### src/rtl/lc3_mem_initiator.sv
// lc3_mem_initiator: single-outstanding bus initiator for the LC-3 SRAM/ROM port.
// Wait-stated access sequencing, registered read data, valid/ready response.
module lc3_mem_initiator #(
  parameter int unsigned WAIT_CYCLES = 0
) (
  input  logic        clk,
  input  logic        reset_n,
  input  logic        req_valid,
  output logic        req_ready,
  input  logic        req_write,
  input  logic [15:0] req_address,
  input  logic [15:0] req_data,
  output logic        rsp_valid,
  input  logic        rsp_ready,
  output logic [15:0] rsp_data,
  output logic [15:0] sram_address,
  output logic [15:0] sram_write_data,
  output logic        sram_write_enable,
  output logic        sram_output_enable,
  input  logic [15:0] sram_read_data,
  output logic        busy
);

  typedef enum logic [1:0] {
    IDLE,
    ACCESS,
    DONE
  } state_t;

  localparam logic [3:0] WAIT_INIT = 4'(WAIT_CYCLES);

  state_t      state;
  state_t      state_next;
  logic [3:0]  count;
  logic [3:0]  count_next;
  logic [15:0] addr_q;
  logic [15:0] addr_next;
  logic [15:0] data_q;
  logic [15:0] data_next;
  logic        write_q;
  logic        write_next;
  logic [15:0] rsp_q;
  logic [15:0] rsp_next;

  assign rsp_data = rsp_q;

  // State, latched request and captured read data.
  always_ff @(posedge clk) begin
    if (!reset_n) begin
      state   <= IDLE;
      count   <= 4'd0;
      addr_q  <= 16'h0000;
      data_q  <= 16'h0000;
      write_q <= 1'b0;
      rsp_q   <= 16'h0000;
    end else begin
      state   <= state_next;
      count   <= count_next;
      addr_q  <= addr_next;
      data_q  <= data_next;
      write_q <= write_next;
      rsp_q   <= rsp_next;
    end
  end

  // Next state and bus/handshake decode from registered state.
  always_comb begin
    state_next         = state;
    count_next         = count;
    addr_next          = addr_q;
    data_next          = data_q;
    write_next         = write_q;
    rsp_next           = rsp_q;
    req_ready          = 1'b0;
    rsp_valid          = 1'b0;
    busy               = 1'b0;
    sram_address       = 16'h0000;
    sram_write_data    = 16'h0000;
    sram_write_enable  = 1'b0;
    sram_output_enable = 1'b0;
    unique case (state)
      IDLE: begin
        req_ready = 1'b1;
      end
      ACCESS: begin
        busy               = 1'b1;
        sram_address       = addr_q;
        sram_write_data    = data_q;
        sram_write_enable  = write_q;
        sram_output_enable = !write_q;
        if (count != 4'd0) begin
          count_next = count - 4'd1;
        end else begin
          rsp_next   = sram_read_data;
          state_next = DONE;
        end
      end
      DONE: begin
        busy      = 1'b1;
        rsp_valid = 1'b1;
        req_ready = rsp_ready;
        if (rsp_ready) state_next = IDLE;
      end
      default: begin
        state_next = IDLE;
      end
    endcase
    // Load data is kept at zero so the write-data bus stays quiet on reads.
    if (req_valid && req_ready) begin
      state_next = ACCESS;
      count_next = WAIT_INIT;
      addr_next  = req_address;
      data_next  = req_write ? req_data : 16'h0000;
      write_next = req_write;
    end
  end

endmodule

### config.mk
export PLATFORM = sky130hd
export DESIGN_NAME = lc3_mem_initiator
export DESIGN_NICKNAME = d
export VERILOG_FILES = /design/src/rtl/lc3_mem_initiator.sv
export SDC_FILE = /design/constraint.sdc
export NUM_CORES = 1
export LEC_CHECK = 0
export CAP_MARGIN = 40
export CORE_MARGIN = 4
export CORE_UTILIZATION = 44
export DETAILED_ROUTE_END_ITERATION = 10
export GPL_ROUTABILITY_DRIVEN = 1
export GPL_TIMING_DRIVEN = 0
export PLACE_DENSITY = 0.9
export RECOVER_POWER = 100
export SETUP_SLACK_MARGIN = 0.1
export SYNTH_ARGS = -nofsm -noshare
export SYNTH_HDL_FRONTEND = slang
export SYNTH_SLANG_ARGS = --single-unit
### constraint.sdc
create_clock -name clk -period 3.8 [get_ports clk]
set_clock_uncertainty 0.15 [all_clocks]
set_input_delay 0.38 -clock clk [delete_from_list [all_inputs] [get_ports clk]]
set_output_delay 0.38 -clock clk [all_outputs]
set_load 0.02 [all_outputs]
# After elaboration in Yosys (flattened, before gate mapping)

Index checks and enable logic that the tools add are counted.

Word-level logic and storage cells: 40
Register bits after elaboration: 55
Bits of input ports: 53
Output and inout port bits: 53

Eq/ne operators: 7
Bitwise operators: 3
Reductions and logical operators: 10
Add/sub/neg operators: 1
Multiplexer cells: 12

Operator list:

| kind                | count |
|---|---|
| $mux 16             | 3 |
| $ne 2x2->1 const B  | 3 |
| $ne 3x3->1 const B  | 2 |
| $pmux 2 s3          | 1 |
| $reduce_and 3->1    | 2 |
| $mux 1              | 5 |
| $mux 2              | 2 |
| $reduce_and 2->1    | 2 |
| $reduce_bool 4->1   | 1 |
| $reduce_or 2->1     | 2 |
| $sub 4x1->4 const B | 1 |
| $not 1->1           | 3 |
| $eq 2x1->1 const B  | 1 |
| $eq 2x2->1 const B  | 1 |
| $logic_not 2->1     | 1 |
| $pmux 1 s2          | 1 |
| $logic_and 1x1->1   | 1 |
| $logic_not 1->1     | 1 |

# Depth between registers and ports, before layout

Word-level depth: 5
Mapped depth: 8
Mapped depth without buffers: 6

# Worst setup path after synthesis

No wires, ideal clock.

Path kind: flip-flop to output port
From: register state[0]
To: output req_ready
Stages on the path, launching flop included: 6
Path buffers: 1
Required time: 3270 ps
Slack: 1988 ps
Data arrival time: 1282 ps
Cells stage by stage: dfxtp_1 inv_1 ha_1 a21oi_4 inv_4 buf_2

Cells in the longest elaborated chain, start to end: 2
Elaborated cells between the ends (all ways): 3
Classes of those cells: eq/ne (1); mux (1); reduce/logical (1)

RTL lines:

| element                                              | RTL line | text |
|---|---|---|
| start: declaration                                   | 32       | `state_t state;` |
| start signal: assignment                             | 57       | `state <= state_next;` |
| $eq 2x2->1 / $logic_not 2->1 (equally long branches) | 81       | `unique case (state)` |
| $pmux 1 s2 (*)                                       | 81       |  |
| end: declaration                                     | 9        | `output logic req_ready,` |

Mark *: on every way between the ends. The rest lies on a longest branch, timed or not.

# Worst setup path after layout

Same ends and word-level chain as after synthesis.

==> summary.txt <==
status = completed
Hold Path Class = reg -> reg
Tcrit/Tclk final = 81.22%
Setup CP Type = reg -> out
io pins = 106
slowest cell on the critical path = a21oi_1
DRC viols = 0
Seq pwr share = 50.6%
grt ovf = 0
total number of clock tree sinks = 55
row count = 26
Mapped Cells = 261
CTS Buffer Depth = 2
WL/cell = 13.81 um
worst skew pair latency = 0.30 ns
CTS buffer count = 5
Final nets = 430
P_leak = 1.461 nW
IO buf count = 105
share of layout cells above drive strength 1 = 3.753%
initial antenna violation count = 0
CP startpoint kind = flop
Final min period = 3.087 ns
antenna viol nets, final = 0
Net Sw Frac = 29.38%
Clock Tree Root = clkbuf_8
WP data arrival = 2.56 ns
H-tree levels = 2
Core Region = 5075 um^2
Area Growth Syn to Fin = 51.66%
unrepaired setup endpoints after global routing = no
1st-iter DRT viols = 103
die width = 80.20 um
die area = 6431 um^2
Syn Nets = 318
DR pass1 iterations = 4
Max Slew Vio Count = 0
Synth Cell Area = 2293 um^2
CP Max Fanout = 10
CTS clk-pin slew, worst paths = 0.09 ns
relative slew slack = 49.20%
All-Layer GR Usage = 18.88%
placed cell areas = 3432 um^2
ys flop type = dfxtp_1
RePlAce Congestion = 0.8070
initial core utilization = 45.19%
Clock Power Share = 24.6%
multi-input gate area in the final layout = 1035 um^2
largest net degree at the start of global routing = 17
Pwr Density = 360.2 nW/um^2
worst vdd ir = 0.2398 mV
Hold Crit Start = rsp_data[15]
Least-Margin Pin Slew = 0.7620 ns
Setup-failing EPs final = 0
crit-path cells = inv_1 -> ha_1 -> a21oi_1 -> inv_4 -> buf_2 -> clkdlybuf4s50_1
routed vias = 2,267
final hold violation count = 0
syn_area_per_cell = 8.787 um^2
diodes inserted = 0
setup TNS = 0 ns
sw power = 368.2 uW
asr flop ratio synth = 0%
# resized after CTS = 0
max capacitance violation total = 0
final instance area = 3478 um^2
Via-to-Cell Ratio = 5.117
Total Routed Length = 6.117 mm
hold_buf cts = 0
CP max stage delay = 0.61 ns
area leader, netlist = dfxtp_1
register area = 1101 um^2
fmax = 0.3240 GHz
TritonCTS clock tree = built
Synth top area share = 48.01%
first-pass GRT wire length = 9.853 mm
Syn. warnings = 0
Comb power frac = 24.8%
Seq cells post-synth = 55
top post-synthesis cells by area = dfxtp_1, and2_1, a21oi_1, a22o_1, nand2_1
Layout fillers = 411
Post-DP HPWL = 4.693 mm
number of global-route vias before repair = 2,201
cell-internal power = 884.8 uW
Die Height = 80.20 um
register area share after synthesis = 48.01%
PnR Total Power = 1.253 mW
critical path startpoint = state[0]
crit path capture type = primary output
Setup Buffers After CTS = 0
data required time at the worst endpoint = 3.27 ns
library cells used by synthesis = 32
R2R Path Start = state[0]
EDFF count, synth = 0
-- critical path, delay by kind of cell (launching register included) --
kind            cells  cell delay [ns]
flops               1             0.39
buf+inv             4             1.02
compound gates      1             0.61
fa+ha+maj           1             0.24
-- sequential cells by signal, summed over array words and instances, names as in the netlist --
signal,flops
addr_q,16
count,4
data_q,16
rsp_data,16
state,2
write_q,1
-- layout make-up --
cell class | instances | area share (%)
clock buffers | 5 | 1.978
clock inverters | 2 | 0.3957
well taps | 70 | 2.518
plain buffers | 19 | 2.662
repair buffers | 105 | 30.22
multi-input cells | 180 | 29.75
flip-flops and latches | 55 | 31.65
inverters | 7 | 0.8273
-- Yosys cell counts, types with 4 or more instances --
| library cell | count |
|---|---|
| dfxtp_1 | 55 |
| a22o_1 | 16 |
| o21ai_0 | 17 |
| ha_1 | 4 |
| and2_1 | 33 |
| a21oi_1 | 36 |
| nand2_1 | 34 |
| nand3_1 | 20 |
| inv_1 | 5 |
| clkbuf_1 | 9 |
-- layout by cell type, fill, tap and decap left out, types with 3 or more instances in the layout --
| cell type | n |
|---|---|
| nand2_1 | 34 |
| clkbuf_1 | 13 |
| o21ai_0 | 17 |
| clkbuf_8 | 5 |
| dlygate4sd3_1 | 53 |
| dfxtp_1 | 55 |
| nor2_1 | 3 |
| and2_1 | 33 |
| a22o_1 | 16 |
| a21oi_1 | 38 |
| clkdlybuf4s50_1 | 52 |
| nand3_1 | 20 |
| inv_1 | 5 |
| ha_1 | 4 |
-- worst paths after layout --
| kind | endpoint | depth (start not counted) | slack (ns) |
|---|---|---|---|
| max | req_ready | 6 | 0.71 |
| min | rsp_data[15] | 2 | 0.30 |
| max reg2reg | data_q[9] | 7 | 0.89 |
| min reg2reg | rsp_data[15] | 2 | 0.30 |
-- power groups by stage --
stage               logic, mW  clock network [mW]  registers [mW]
floorplan               0.160                   0           0.663
global placement        0.326                   0           0.646
detailed placement      0.332                   0           0.649
CTS                     0.333               0.313           0.635
global route            0.340               0.341           0.639
finish                  0.310               0.309           0.634
-- per-layer routing --
layer / vias to the layer above / wire length [um] / GRT usage (%)
met2: 86 / 2982 / 33.86
met5: - / 0 / 0
met4: 0 / 98 / 5.574
met1: 1048 / 2524 / 21.59
li1: 1121 / - / -
met3: 12 / 511 / 5.381
-- cells by family after synthesis --
group                      after synthesis  synth area share (%)
muxes                                    1                0.4365
AOI/OAI and AO/OA                       76                 20.79
and+or+nand+nor                         99                 22.70
adders and majority gates                4                 2.182
buffers and inverters                   26                 5.891
DFF                                     55                 48.01
-- stage by stage --
stage / hold slack [ns] / worst slack, ns / util [%] / cells
after floorplan: 0.2904 / 1.988 / - / 261
after global placement: 0.2907 / 1.258 / 67.63 / 436
after detailed placement: 0.2969 / 1.218 / 67.63 / 436
after CTS: 0.3083 / 1.063 / 69.26 / 443
after global routing: 0.3198 / 0.5679 / 68.54 / 443
final: 0.3036 / 0.7135 / 68.54 / 443
Note: power is estimated with default switching activity, not from simulation.
